<file path="config.mk">
export PLATFORM = sky130hd
export DESIGN_NAME = adder_err_monitor
export DESIGN_NICKNAME = d
export VERILOG_FILES = /design/src/rtl/adder_err_monitor.sv
export SDC_FILE = /design/constraint.sdc
export NUM_CORES = 1
export LEC_CHECK = 0
export CELL_PAD_IN_SITES_DETAIL_PLACEMENT = 1
export CELL_PAD_IN_SITES_GLOBAL_PLACEMENT = 1
export CORE_ASPECT_RATIO = 0.6
export CORE_MARGIN = 4
export CORE_UTILIZATION = 40
export DETAILED_ROUTE_END_ITERATION = 7
export GPL_ROUTABILITY_DRIVEN = 0
export PLACE_DENSITY = 0.86
export SYNTH_ARGS = -nofsm -noshare
export SYNTH_HDL_FRONTEND = slang
export SYNTH_SLANG_ARGS = --single-unit
</file>
<file path="constraint.sdc">
create_clock -name clk -period 4 [get_ports clk]
set_input_delay 0.6 -clock clk [delete_from_list [all_inputs] [get_ports clk]]
set_output_delay 0.6 -clock clk [all_outputs]
set_load 0.02 [all_outputs]
</file>
<file path="src/rtl/adder_err_monitor.sv">
// Sequential error evaluator for N-bit approximate adders: two-stage pipeline feeding saturating error metrics.
// Optional ADDER_ERR_SQ_EN adds a saturating sum of squared error magnitudes (sum_sq_err).
module adder_err_monitor #(
  parameter int W         = 8,
  parameter int N_SAMPLES = 256,
  parameter int ACC_W     = 32
) (
  input  logic             clk,
  input  logic             rst_n,
  input  logic             start,
  input  logic             in_valid,
  output logic             in_ready,
  input  logic [W-1:0]     op_a,
  input  logic [W-1:0]     op_b,
  input  logic [W:0]       approx_sum,
  output logic             busy,
  output logic             done,
  output logic [ACC_W-1:0] err_count,
  output logic [ACC_W-1:0] sum_abs_err,
  output logic [W:0]       max_abs_err,
  output logic [W-1:0]     worst_a,
  output logic [W-1:0]     worst_b
`ifdef ADDER_ERR_SQ_EN
  ,
  output logic [2*ACC_W-1:0] sum_sq_err
`endif
);

  localparam int CNT_W = (N_SAMPLES > 1) ? $clog2(N_SAMPLES) : 1;
  localparam int SW    = ((ACC_W > W + 1) ? ACC_W : W + 1) + 1;

  typedef enum logic [1:0] {IDLE, RUN, DRAIN, DONE} state_t;

  state_t           state, state_nxt;
  logic [CNT_W-1:0] cnt;
  logic             drain_cnt;
  logic             accept;
  logic             clr;
  logic             last;

  // Unsigned magnitude of approx - exact; the difference needs one extra sign bit.
  function automatic logic [W:0] abs_diff(input logic [W:0] x, input logic [W:0] y);
    logic signed [W+1:0] diff;
    diff = $signed({1'b0, x}) - $signed({1'b0, y});
    if (diff < 0) diff = -diff;
    return diff[W:0];
  endfunction

  function automatic logic [ACC_W-1:0] sat_add(input logic [ACC_W-1:0] acc, input logic [W:0] inc);
    logic [SW-1:0] s;
    s = SW'(acc) + SW'(inc);
    if (s > SW'({ACC_W{1'b1}})) return '1;
    return s[ACC_W-1:0];
  endfunction

  assign accept = in_valid && in_ready;
  assign clr    = start && (state == IDLE || state == DONE);
  assign last   = accept && (cnt == CNT_W'(N_SAMPLES - 1));

  always_ff @(posedge clk) begin
    if (!rst_n) state <= IDLE;
    else        state <= state_nxt;
  end

  always_comb begin
    state_nxt = state;
    in_ready  = 1'b0;
    busy      = 1'b0;
    done      = 1'b0;
    case (state)
      IDLE:  if (start) state_nxt = RUN;
      RUN: begin
        in_ready = 1'b1;
        busy     = 1'b1;
        if (last) state_nxt = DRAIN;
      end
      DRAIN: begin
        busy = 1'b1;
        if (drain_cnt) state_nxt = DONE;
      end
      DONE: begin
        done = 1'b1;
        if (start) state_nxt = RUN;
      end
      default: state_nxt = IDLE;
    endcase
  end

  // DRAIN spans two cycles, matching the two pipeline stages still in flight.
  always_ff @(posedge clk) begin
    if (!rst_n) begin
      cnt       <= '0;
      drain_cnt <= 1'b0;
    end else begin
      if (clr)         cnt <= '0;
      else if (accept) cnt <= cnt + 1'b1;
      drain_cnt <= (state == DRAIN) ? ~drain_cnt : 1'b0;
    end
  end

  // Stage 1: error magnitude and operands of the accepted sample
  logic           vld_p0;
  logic [W:0]     d_p0;
  logic           neq_p0;
  logic [W-1:0]   a_p0;
  logic [W-1:0]   b_p0;
  logic [W:0]     exact;

  assign exact = {1'b0, op_a} + {1'b0, op_b};

  always_ff @(posedge clk) begin
    if (!rst_n) vld_p0 <= 1'b0;
    else        vld_p0 <= accept;
  end

  always_ff @(posedge clk) begin
    d_p0   <= abs_diff(approx_sum, exact);
    neq_p0 <= (approx_sum != exact);
    a_p0   <= op_a;
    b_p0   <= op_b;
  end

`ifdef ADDER_ERR_SQ_EN
  localparam int SQW = ((2 * ACC_W > 2 * W + 2) ? 2 * ACC_W : 2 * W + 2) + 1;
  logic [2*W+1:0] dsq;

  function automatic logic [2*ACC_W-1:0] sat_add_sq(input logic [2*ACC_W-1:0] acc,
                                                    input logic [2*W+1:0] inc);
    logic [SQW-1:0] s;
    s = SQW'(acc) + SQW'(inc);
    if (s > SQW'({(2 * ACC_W){1'b1}})) return '1;
    return s[2*ACC_W-1:0];
  endfunction

  assign dsq = (2 * W + 2)'(d_p0) * (2 * W + 2)'(d_p0);

  always_ff @(posedge clk) begin
    if (!rst_n || clr) sum_sq_err <= '0;
    else if (vld_p0)   sum_sq_err <= sat_add_sq(sum_sq_err, dsq);
  end
`endif

  // Stage 2: metric accumulation; strict > keeps the earliest worst-case operands on ties
  always_ff @(posedge clk) begin
    if (!rst_n || clr) begin
      err_count   <= '0;
      sum_abs_err <= '0;
      max_abs_err <= '0;
      worst_a     <= '0;
      worst_b     <= '0;
    end else if (vld_p0) begin
      err_count   <= sat_add(err_count, (W + 1)'(neq_p0));
      sum_abs_err <= sat_add(sum_abs_err, d_p0);
      if (d_p0 > max_abs_err) begin
        max_abs_err <= d_p0;
        worst_a     <= a_p0;
        worst_b     <= b_p0;
      end
    end
  end

endmodule

</file>
Word-level counts from Yosys, hierarchy flattened --
Index checks and enable logic that the tools add are counted.
Storage, ports and cells: flip-flop bits (word level) 127, logic and storage cells 64
Cells by class: $add $sub $neg 6, magnitude comparators 4, equality and inequality tests 8, multiplexer cells 18, bitwise gates (word level) 2, reductions and logical operators 13
Operators with widths (number):
- 2-to-1 mux 32 bit | 4
- greater-than comparator 33 x 32 -> 1 bit, second input constant | 2
- adder 32 x 1 -> 33 bit | 1
- adder 32 x 9 -> 33 bit | 1
- less-than comparator 10 x 1 -> 1 bit, second input constant | 1
- subtractor 9 x 9 -> 10 bit | 1
- adder 8 x 8 -> 9 bit | 1
- greater-than comparator 9 bit | 1
- 2-to-1 mux 1 bit | 9
- 2-to-1 mux 9 bit | 1
- inequality test 9 bit | 1
- negation 9 bit | 1
- adder 8 x 1 -> 8 bit, second input constant | 1
- == test 8 bit, second input constant | 1
- 2-to-1 mux 2 bit | 3
- case mux 2 bit (3 select lines) | 1
- OR reduction 2 bit | 3
- == test 2 bit, second input constant | 2
- inequality test 2 bit, second input constant | 2
- AND reduction 2 bit | 2
- logical AND 1 bit | 3
- AND reduction 3 bit | 1
- == test 2 x 1 -> 1 bit, second input constant | 1
- zero test 2 bit | 1
- other kinds (4) | 6

Longest topological paths before layout --
Gate-level depths: netlist of run 1.
depth after elaboration 6, mapped depth 14

Worst setup path before layout of run 1 --
Ideal clock, no wire load.
kind input to register, start point input op_a[0], end point register d_p0[6], arrival 3.262 ns, data required time 3.856 ns, slack 0.594 ns, stages on the path 14, path through ha_1 fa_1 a21o_1 a21oi_1 o21bai_1 a21oi_1 xor2_1 ha_1 o21a_1 o21a_1 o41ai_1 a21oi_1 a21oi_1 xor2_1
On the way: longest elaborated chain between the ends 4, elaborated cells between the ends (all ways) 5, classes of those cells add/sub: 3; order compare: 1; mux: 1
RTL lines:
- start: declaration | RTL line 13 | input logic [W-1:0] op_a,
- adder 8 x 8 -> 9 bit (*) | RTL line 109 | assign exact = {1'b0, op_a} + {1'b0, op_b};
- subtractor 9 x 9 -> 10 bit (*) | RTL line 44 | diff = $signed({1'b0, x}) - $signed({1'b0, y});
- negation 9 bit or less-than comparator 10 x 1 -> 1 bit (tied branches) | RTL line 45 | if (diff < 0) diff = -diff;
- 2-to-1 mux 9 bit (*) | RTL line 45
- end signal: assignment | RTL line 117 | d_p0 <= abs_diff(approx_sum, exact);
- end: declaration | RTL line 103 | logic [W:0] d_p0;
Mark *: on every way between the ends. The rest lies on a longest branch, timed or not. A chain may end at the register's enable or synchronous reset.

Final worst setup path of run 1 --
start point input op_b[0], end point register d_p0[8]
On the way: longest elaborated chain between the ends 4, elaborated cells between the ends (all ways) 5, classes of those cells add/sub: 3; order compare: 1; mux: 1
RTL lines:
- start: declaration | RTL line 14 | input logic [W-1:0] op_b,
- adder 8 x 8 -> 9 bit (*) | RTL line 109
- subtractor 9 x 9 -> 10 bit (*) | RTL line 44
- negation 9 bit or less-than comparator 10 x 1 -> 1 bit (tied branches) | RTL line 45
- 2-to-1 mux 9 bit (*) | RTL line 45
Marked as above.

==> flow_metrics.tcl, run 1 <==
set metrics [dict create \
    hpwl_mm 16.51 \
    synth_async_sr_flop_share 0 \
    ir_drop_v 0.0003150 \
    holdPathStages 1 \
    r2r_start "sum_abs_err[0]" \
    drc 0 \
    cp-start-kind "primary input" \
    diodes 0 \
    fmax_mhz 257.3 \
    ys_seq_area_frac 0.3769 \
    vias_per_cell 5.859 \
    globalRouteOverflowTotal 0 \
    slowest_delay_ns 0.45 \
    start_util 0.4114 \
    vias 6767 \
    grt_pass1_wl_mm 37.26 \
    register_area_sq_um 2542 \
    rrSetupSlack_ns 0.93 \
    yosysTopAreaCell "dfxtp_1" \
    layout-drive-gt1-share 0.08198 \
    end_kind "flop" \
    cts-root-buf "clkbuf_16" \
    hold_class "flop to flop" \
    setup_viol 0 \
    critPathArrivalTime_ns 4.19 \
    syn2layout_area_growth_pct 32.98 \
    synth_edf_count 0 \
    grt_max_degree 43 \
    finalCritPeriodShare 0.9717 \
    cpMostUsedCell "a21oi_1" \
    cts_sinks 127 \
    ys_warn_count 0 \
    dpl_cell_area_sq_um 8282 \
    fp.dieH_um 108.6 \
    synth_top_cell_area_share 0.3769 \
    synth_area_per_cell_sq_um 8.582 \
    ys_ff_latch 127 \
    rsz0062_at_grt "false" \
    fin_tns_setup_ns 0 \
    clkSlewWorstSetupHoldPaths_ns 0.06 \
    coreArea_sq_um 16400 \
    outcome "finished, final reports clean" \
    portBuffers 120 \
    drv_cap 0 \
    fin_skew_ns 0.008991 \
    period_needed_ns 3.887 \
    ys_types 62 \
    maxSlewHeadroom 0.4053 \
    row_count 36 \
    htreeDepth 4 \
    finalHoldViolations 0 \
    dieArea_sq_um 19070 \
    ys_top_cells_by_area "dfxtp_1 38%, ha_1 8.0%, nand2_1 5.2%" \
    synthFlopType "dfxtp_1" \
    worst_r2r_endpoint "sum_abs_err[9]" \
    wl_per_cell_um 20.18 \
    cts_tree "done" \
    critPathRequiredTime_ns 4.30 \
    die_w_um 175.6 \
    drt_wl_total_mm 23.31 \
    fin_hold_ws_ns 0.4157 \
    design_area_sq_um 8970 \
    ioPinCount 121 \
    cp_max_fo 6 \
    drtIter0Drc 509 \
    crit_path_cell_trace "clkdlybuf4s50_1 -> ha_1 -> fa_1 -> a21o_1 -> a21oi_1 -> o21bai_1 -> a21oi_1 -> xor2_1 -> ha_1 -> nor3b_1 -> a221oi_2 -> o311ai_1 -> a21oi_1 -> a31oi_1 -> xnor2_1" \
    r2r_cells 9 \
    drtAntennaViolNets 0 \
    grt_pass1_vias 6800 \
    multi_input_area_sq_um 3976 \
    fin_nets 989 \
    fill_cells 1915 \
    tightest_slew_ns 0.8901 \
    drt_first_pass_iters 7 \
    drv_slew 0 \
    cts_buffers 17 \
    clk_latency_ns 0.42 \
    crit_start "op_b[0]" \
    synthesis.area_sq_um 6745 \
    clock_path_buffers 2 \
    power_leakage_uw 0.003277 \
    synthesis.nets 861 \
    powerDensity_nw_per_um2 498.7 \
    critical_path_class "primary input to flop" \
    netlist_instances 786 \
    grt_usage 0.2441 \
    slowest_stage "clkdlybuf4s50_1" \
    endpoint "d_p0[8]" \
    antenna_found_initial 0 \
]
[placed cells by master (no fill, tap or decap), types with 11 or more instances in the layout]
cell	instances
mux2i_1	29
clkdlybuf4s50_1	120
nor2_1	51
and3_1	15
clkbuf_16	17
nand2_1	94
nand4_1	25
a31oi_1	19
o21ai_0	32
inv_1	34
ha_1	43
xnor2_1	11
buf_4	18
nor3_1	27
dfxtp_1	127
xor2_1	15
a21oi_1	51
nand3_1	23
[kinds of logic (layout without fill, tap and decap cells)]
family                   Yosys count  after routing  share of synthesized area
AO/OA/AOI/OAI                    189            189                     0.1887
XOR/XNOR                          26             26                    0.03376
adder cells (fa/ha/maj)           46             46                    0.08867
buffers and inverters             65            206                    0.03673
flip-flops                       127            127                     0.3769
multiplexers                      29             29                    0.04303
AND/OR/NAND/NOR                  304            304                     0.2322
[per-layer routing]
| layer | global-route usage | vias to the layer above | routed length, um |
|---|---|---|---|
| li1 | - | 3169 | - |
| met1 | 0.3594 | 3379 | 11570 |
| met2 | 0.3717 | 197 | 10280 |
| met3 | 0.04542 | 22 | 1259 |
| met4 | 0.05562 | 0 | 198 |
| met5 | 0 | - | 0 |
[cells in the mapped netlist (all sizes together) (3+ instances only)]
master / count
a211o: 3
a211oi: 8
a21o: 9
a21oi: 53
a311oi: 9
a31oi: 19
a41oi: 5
and2: 9
and3: 16
and4: 8
buf: 4
clkbuf: 26
dfxtp: 127
fa: 3
ha: 43
inv: 34
mux2i: 29
nand2: 94
nand2b: 5
nand3: 24
nand4: 25
nor2: 52
nor2b: 8
nor3: 29
nor3b: 5
nor4: 11
o21a: 7
o21ai: 32
o221a: 8
o22ai: 4
o31a: 3
o31ai: 8
o41ai: 3
or2: 4
or3: 10
or4: 3
xnor2: 11
xor2: 15
[worst min-delay path by stage]
stage | start | slack [ns] | endpoint
after floorplan | drain_cnt | 0.40 | drain_cnt
after detailed placement | drain_cnt | 0.41 | drain_cnt
after global routing | drain_cnt | 0.45 | drain_cnt
after global placement | drain_cnt | 0.41 | drain_cnt
after CTS | drain_cnt | 0.42 | drain_cnt
final | drain_cnt | 0.42 | drain_cnt
[stage by stage]
step	setup WS (ns)	instances	util	power (uW)
global route	0.009292	1155	0.5471	4662
detailed placement	-0.3582	1123	0.5051	2634
floorplan	0.5941	786	-	2231
global placement	-0.1282	1123	0.5051	2575
finish	0.1134	1155	0.5471	4473
CTS	0.02768	1155	0.5465	4472
[sequential cells by signal, indices dropped and copies added, names as in the netlist, 2 cells and up]
register / cells
a_p0: 8
b_p0: 8
cnt: 8
d_p0: 9
err_count: 32
max_abs_err: 9
state: 2
sum_abs_err: 32
worst_a: 8
worst_b: 8
[what timing repair did]
item / in CTS / in global routing
resized for setup: 1 / 2
hold buffers: 0 / 0
endpoints found under the setup margin: 2 / 8
setup buffers: 0 / 0
gates cloned: 0 / 0
pin swaps: 0 / 0
[final cells by class]
cell class / count / share of cell area
clock buffers: 19 / 0.04938
clock inverters: 13 / 0.02622
inverters: 35 / 0.01465
multi-input cells: 594 / 0.4433
flip-flops and latches: 127 / 0.2834
well taps: 228 / 0.03180
repair buffers: 139 / 0.1512
[report_power, final]
group	internal, uW	switching (uW)	leakage, uW	total (uW)
Combinational	490	717	0.00192	1210
Clock	1190	610	0.000324	1800
Sequential	1360	111	0.00103	1470
Total	3030	1440	0.00328	4470
[worst max-delay path, delay by kind of cell]
kind            cells  cell delay [ns]
fa+ha+maj           3             0.98
buf+inv             1             0.45
compound gates      8             1.67
simple gates        1             0.18
xor+xnor            2             0.32
(Power assumes the default switching activity.)
==> run 2: changes to the inputs <==
--- a/config.mk
+++ b/config.mk
@@ -9,10 +9,12 @@
 export CELL_PAD_IN_SITES_GLOBAL_PLACEMENT = 1
 export CORE_ASPECT_RATIO = 0.6
 export CORE_MARGIN = 4
-export CORE_UTILIZATION = 40
+export CORE_UTILIZATION = 48
 export DETAILED_ROUTE_END_ITERATION = 7
+export DONT_BUFFER_PORTS = 1
 export GPL_ROUTABILITY_DRIVEN = 0
-export PLACE_DENSITY = 0.86
+export HOLD_SLACK_MARGIN = 0.1
+export PLACE_DENSITY = 0.85
 export SYNTH_ARGS = -nofsm -noshare
 export SYNTH_HDL_FRONTEND = slang
 export SYNTH_SLANG_ARGS = --single-unit
==> run 2 against run 1 <==
Count of clock-buffer cells in the layout grew 3; flip-flop and latch count did not move; largest cell class unchanged; largest power group unchanged; power decreased by 6.8%; cell count decreased by 14%; wire length is 6.9% lower; critical endpoint is now d_p0[6].
==> flow_metrics.tcl, run 2 (synthesized netlist as in run 1, its figures left out) <==
set metrics [dict create \
    outcome "finished, final reports clean" \
    cts_buffers 17 \
    fin_tns_setup_ns 0 \
    drv_cap 0 \
    powerDensity_nw_per_um2 550.0 \
    finalHoldViolations 0 \
    fin_skew_ns 0.01007 \
    cts_resized 0 \
    hold_path.startpoint "op_b[4]" \
    power_leakage_uw 0.002784 \
    post-cts-setup-buffer-count 0 \
    grt_pass1_wl_mm 34.91 \
    drt_first_pass_iters 5 \
    finalCritPeriodShare 0.8883 \
    drc 0 \
    end_kind "flop" \
    fin_nets 860 \
    row_count 33 \
    syn2layout_area_growth_pct 12.37 \
    r2r_start "sum_abs_err[0]" \
    drtIter0Drc 479 \
    hpwl_mm 15.34 \
    clk_latency_ns 0.42 \
    cts-root-buf "clkbuf_16" \
    vias_per_cell 6.327 \
    top_regs "err_count: 32 flops, sum_abs_err: 32 flops" \
    hold_class "primary input to flop" \
    fmax_mhz 281.4 \
    dieArea_sq_um 16080 \
    wl_per_cell_um 21.89 \
    vias 6270 \
    start_util 0.4921 \
    drv_slew 0 \
    drt_wl_total_mm 21.69 \
    drtAntennaViolNets 0 \
    cts_hold_buf 0 \
    die_w_um 161.0 \
    cp-start-kind "primary input" \
    tightest_slew_ns 0.7805 \
    rsz0062_at_grt "false" \
    coreArea_sq_um 13710 \
    htreeDepth 4 \
    grt_usage 0.2692 \
    portBuffers 0 \
    period_needed_ns 3.553 \
    crit_start "op_a[0]" \
    ir_drop_v 0.0002454 \
    grt_max_degree 56 \
    critical_path_class "primary input to flop" \
    fp.dieH_um 99.83 \
    cts_tree "done" \
    setup_viol 0 \
    setup_ws_ns 0.4466 \
    final_cell_mix "127 x dfxtp_1, 94 x nand2_1, 52 x a21oi_1, 51 x nor2_1, 43 x ha_1" \
    globalRouteOverflowTotal 0 \
    grt_pass1_vias 6394 \
    critPathRequiredTime_ns 4.28 \
    layout-drive-gt1-share 0.08020 \
    layout_commonest_cell "dfxtp_1" \
    critPathArrivalTime_ns 3.83 \
    ioPinCount 121 \
    antenna_found_initial 0 \
    dpl_worst_slack_ns 0.1209 \
    cp_max_fo 9 \
    clock_path_buffers 2 \
    cts_sinks 127 \
    clkSlewWorstSetupHoldPaths_ns 0.06 \
    maxSlewHeadroom 0.4752 \
]
==> run 2: changes by cell type in the layout (fill, tap and decap cells not counted), sizes merged <==
cell           previous run  this run
clkinv                    5         7
clkdlybuf4s50           120         0
bufinv                    6         3
clkinvlp                  2         1
clkbuf                   19        22
inv                      35        34
buf                      19        10
diode                     0         1
==> run 2: final timing paths <==
path              slack (ns)  depth (start not counted)             end
hold / removal          0.20                          0         b_p0[4]
setup / recovery        0.45                         14         d_p0[6]
setup reg to reg        0.86                          9  sum_abs_err[9]
hold reg to reg         0.44                          1       drain_cnt
==> run 2: power breakdown <==
group	switching (uW)	internal (uW)	total [uW]
clock network	601	1030	1630
logic	654	394	1050
registers	136	1360	1490
total	1390	2780	4170
==> run 2: area by class of cell <==
class,count,area (sq um)
fillers,1631,6128
multi-input cells,594,3966
flip-flops and latches,127,2542
clock buffers,22,474.2
well taps,192,240.2
clock inverters,10,135.1
inverters,35,131.4
repair buffers,10,87.58
diodes,1,2.502
==> run 2: per-stage QoR <==
stage	cells	total power (uW)	util	hold slack [ns]	area (sq um)
3_3_place_gp	958	2429	0.5083	0.4096	6968
3_5_place_dp	958	2513	0.5083	0.4220	6968
6_report	991	4169	0.5529	0.1995	7580
5_1_grt	990	4350	0.5528	0.1851	7577
2_1_floorplan	786	2231	-	0.3973	6745
4_1_cts	990	4162	0.5528	0.1876	7577
==> run 2: critical path, cell delays in order <==
cell	delay [ns]
ha_1	0.21
fa_1	0.41
a21o_1	0.18
a21oi_1	0.25
o21bai_1	0.09
a21oi_1	0.23
xor2_1	0.11
ha_1	0.43
o21a_1	0.19
o21a_1	0.12
o41ai_1	0.10
a21oi_1	0.62
a21oi_1	0.12
xor2_1	0.18
==> run 2: metal layers <==
layer / track usage / vias to the layer above / wire length, um
met5: 0 / - / 0
li1: - / 2909 / -
met2: 0.4294 / 247 / 9823
met3: 0.09397 / 50 / 1997
met1: 0.3443 / 3064 / 9472
met4: 0.09043 / 0 / 397
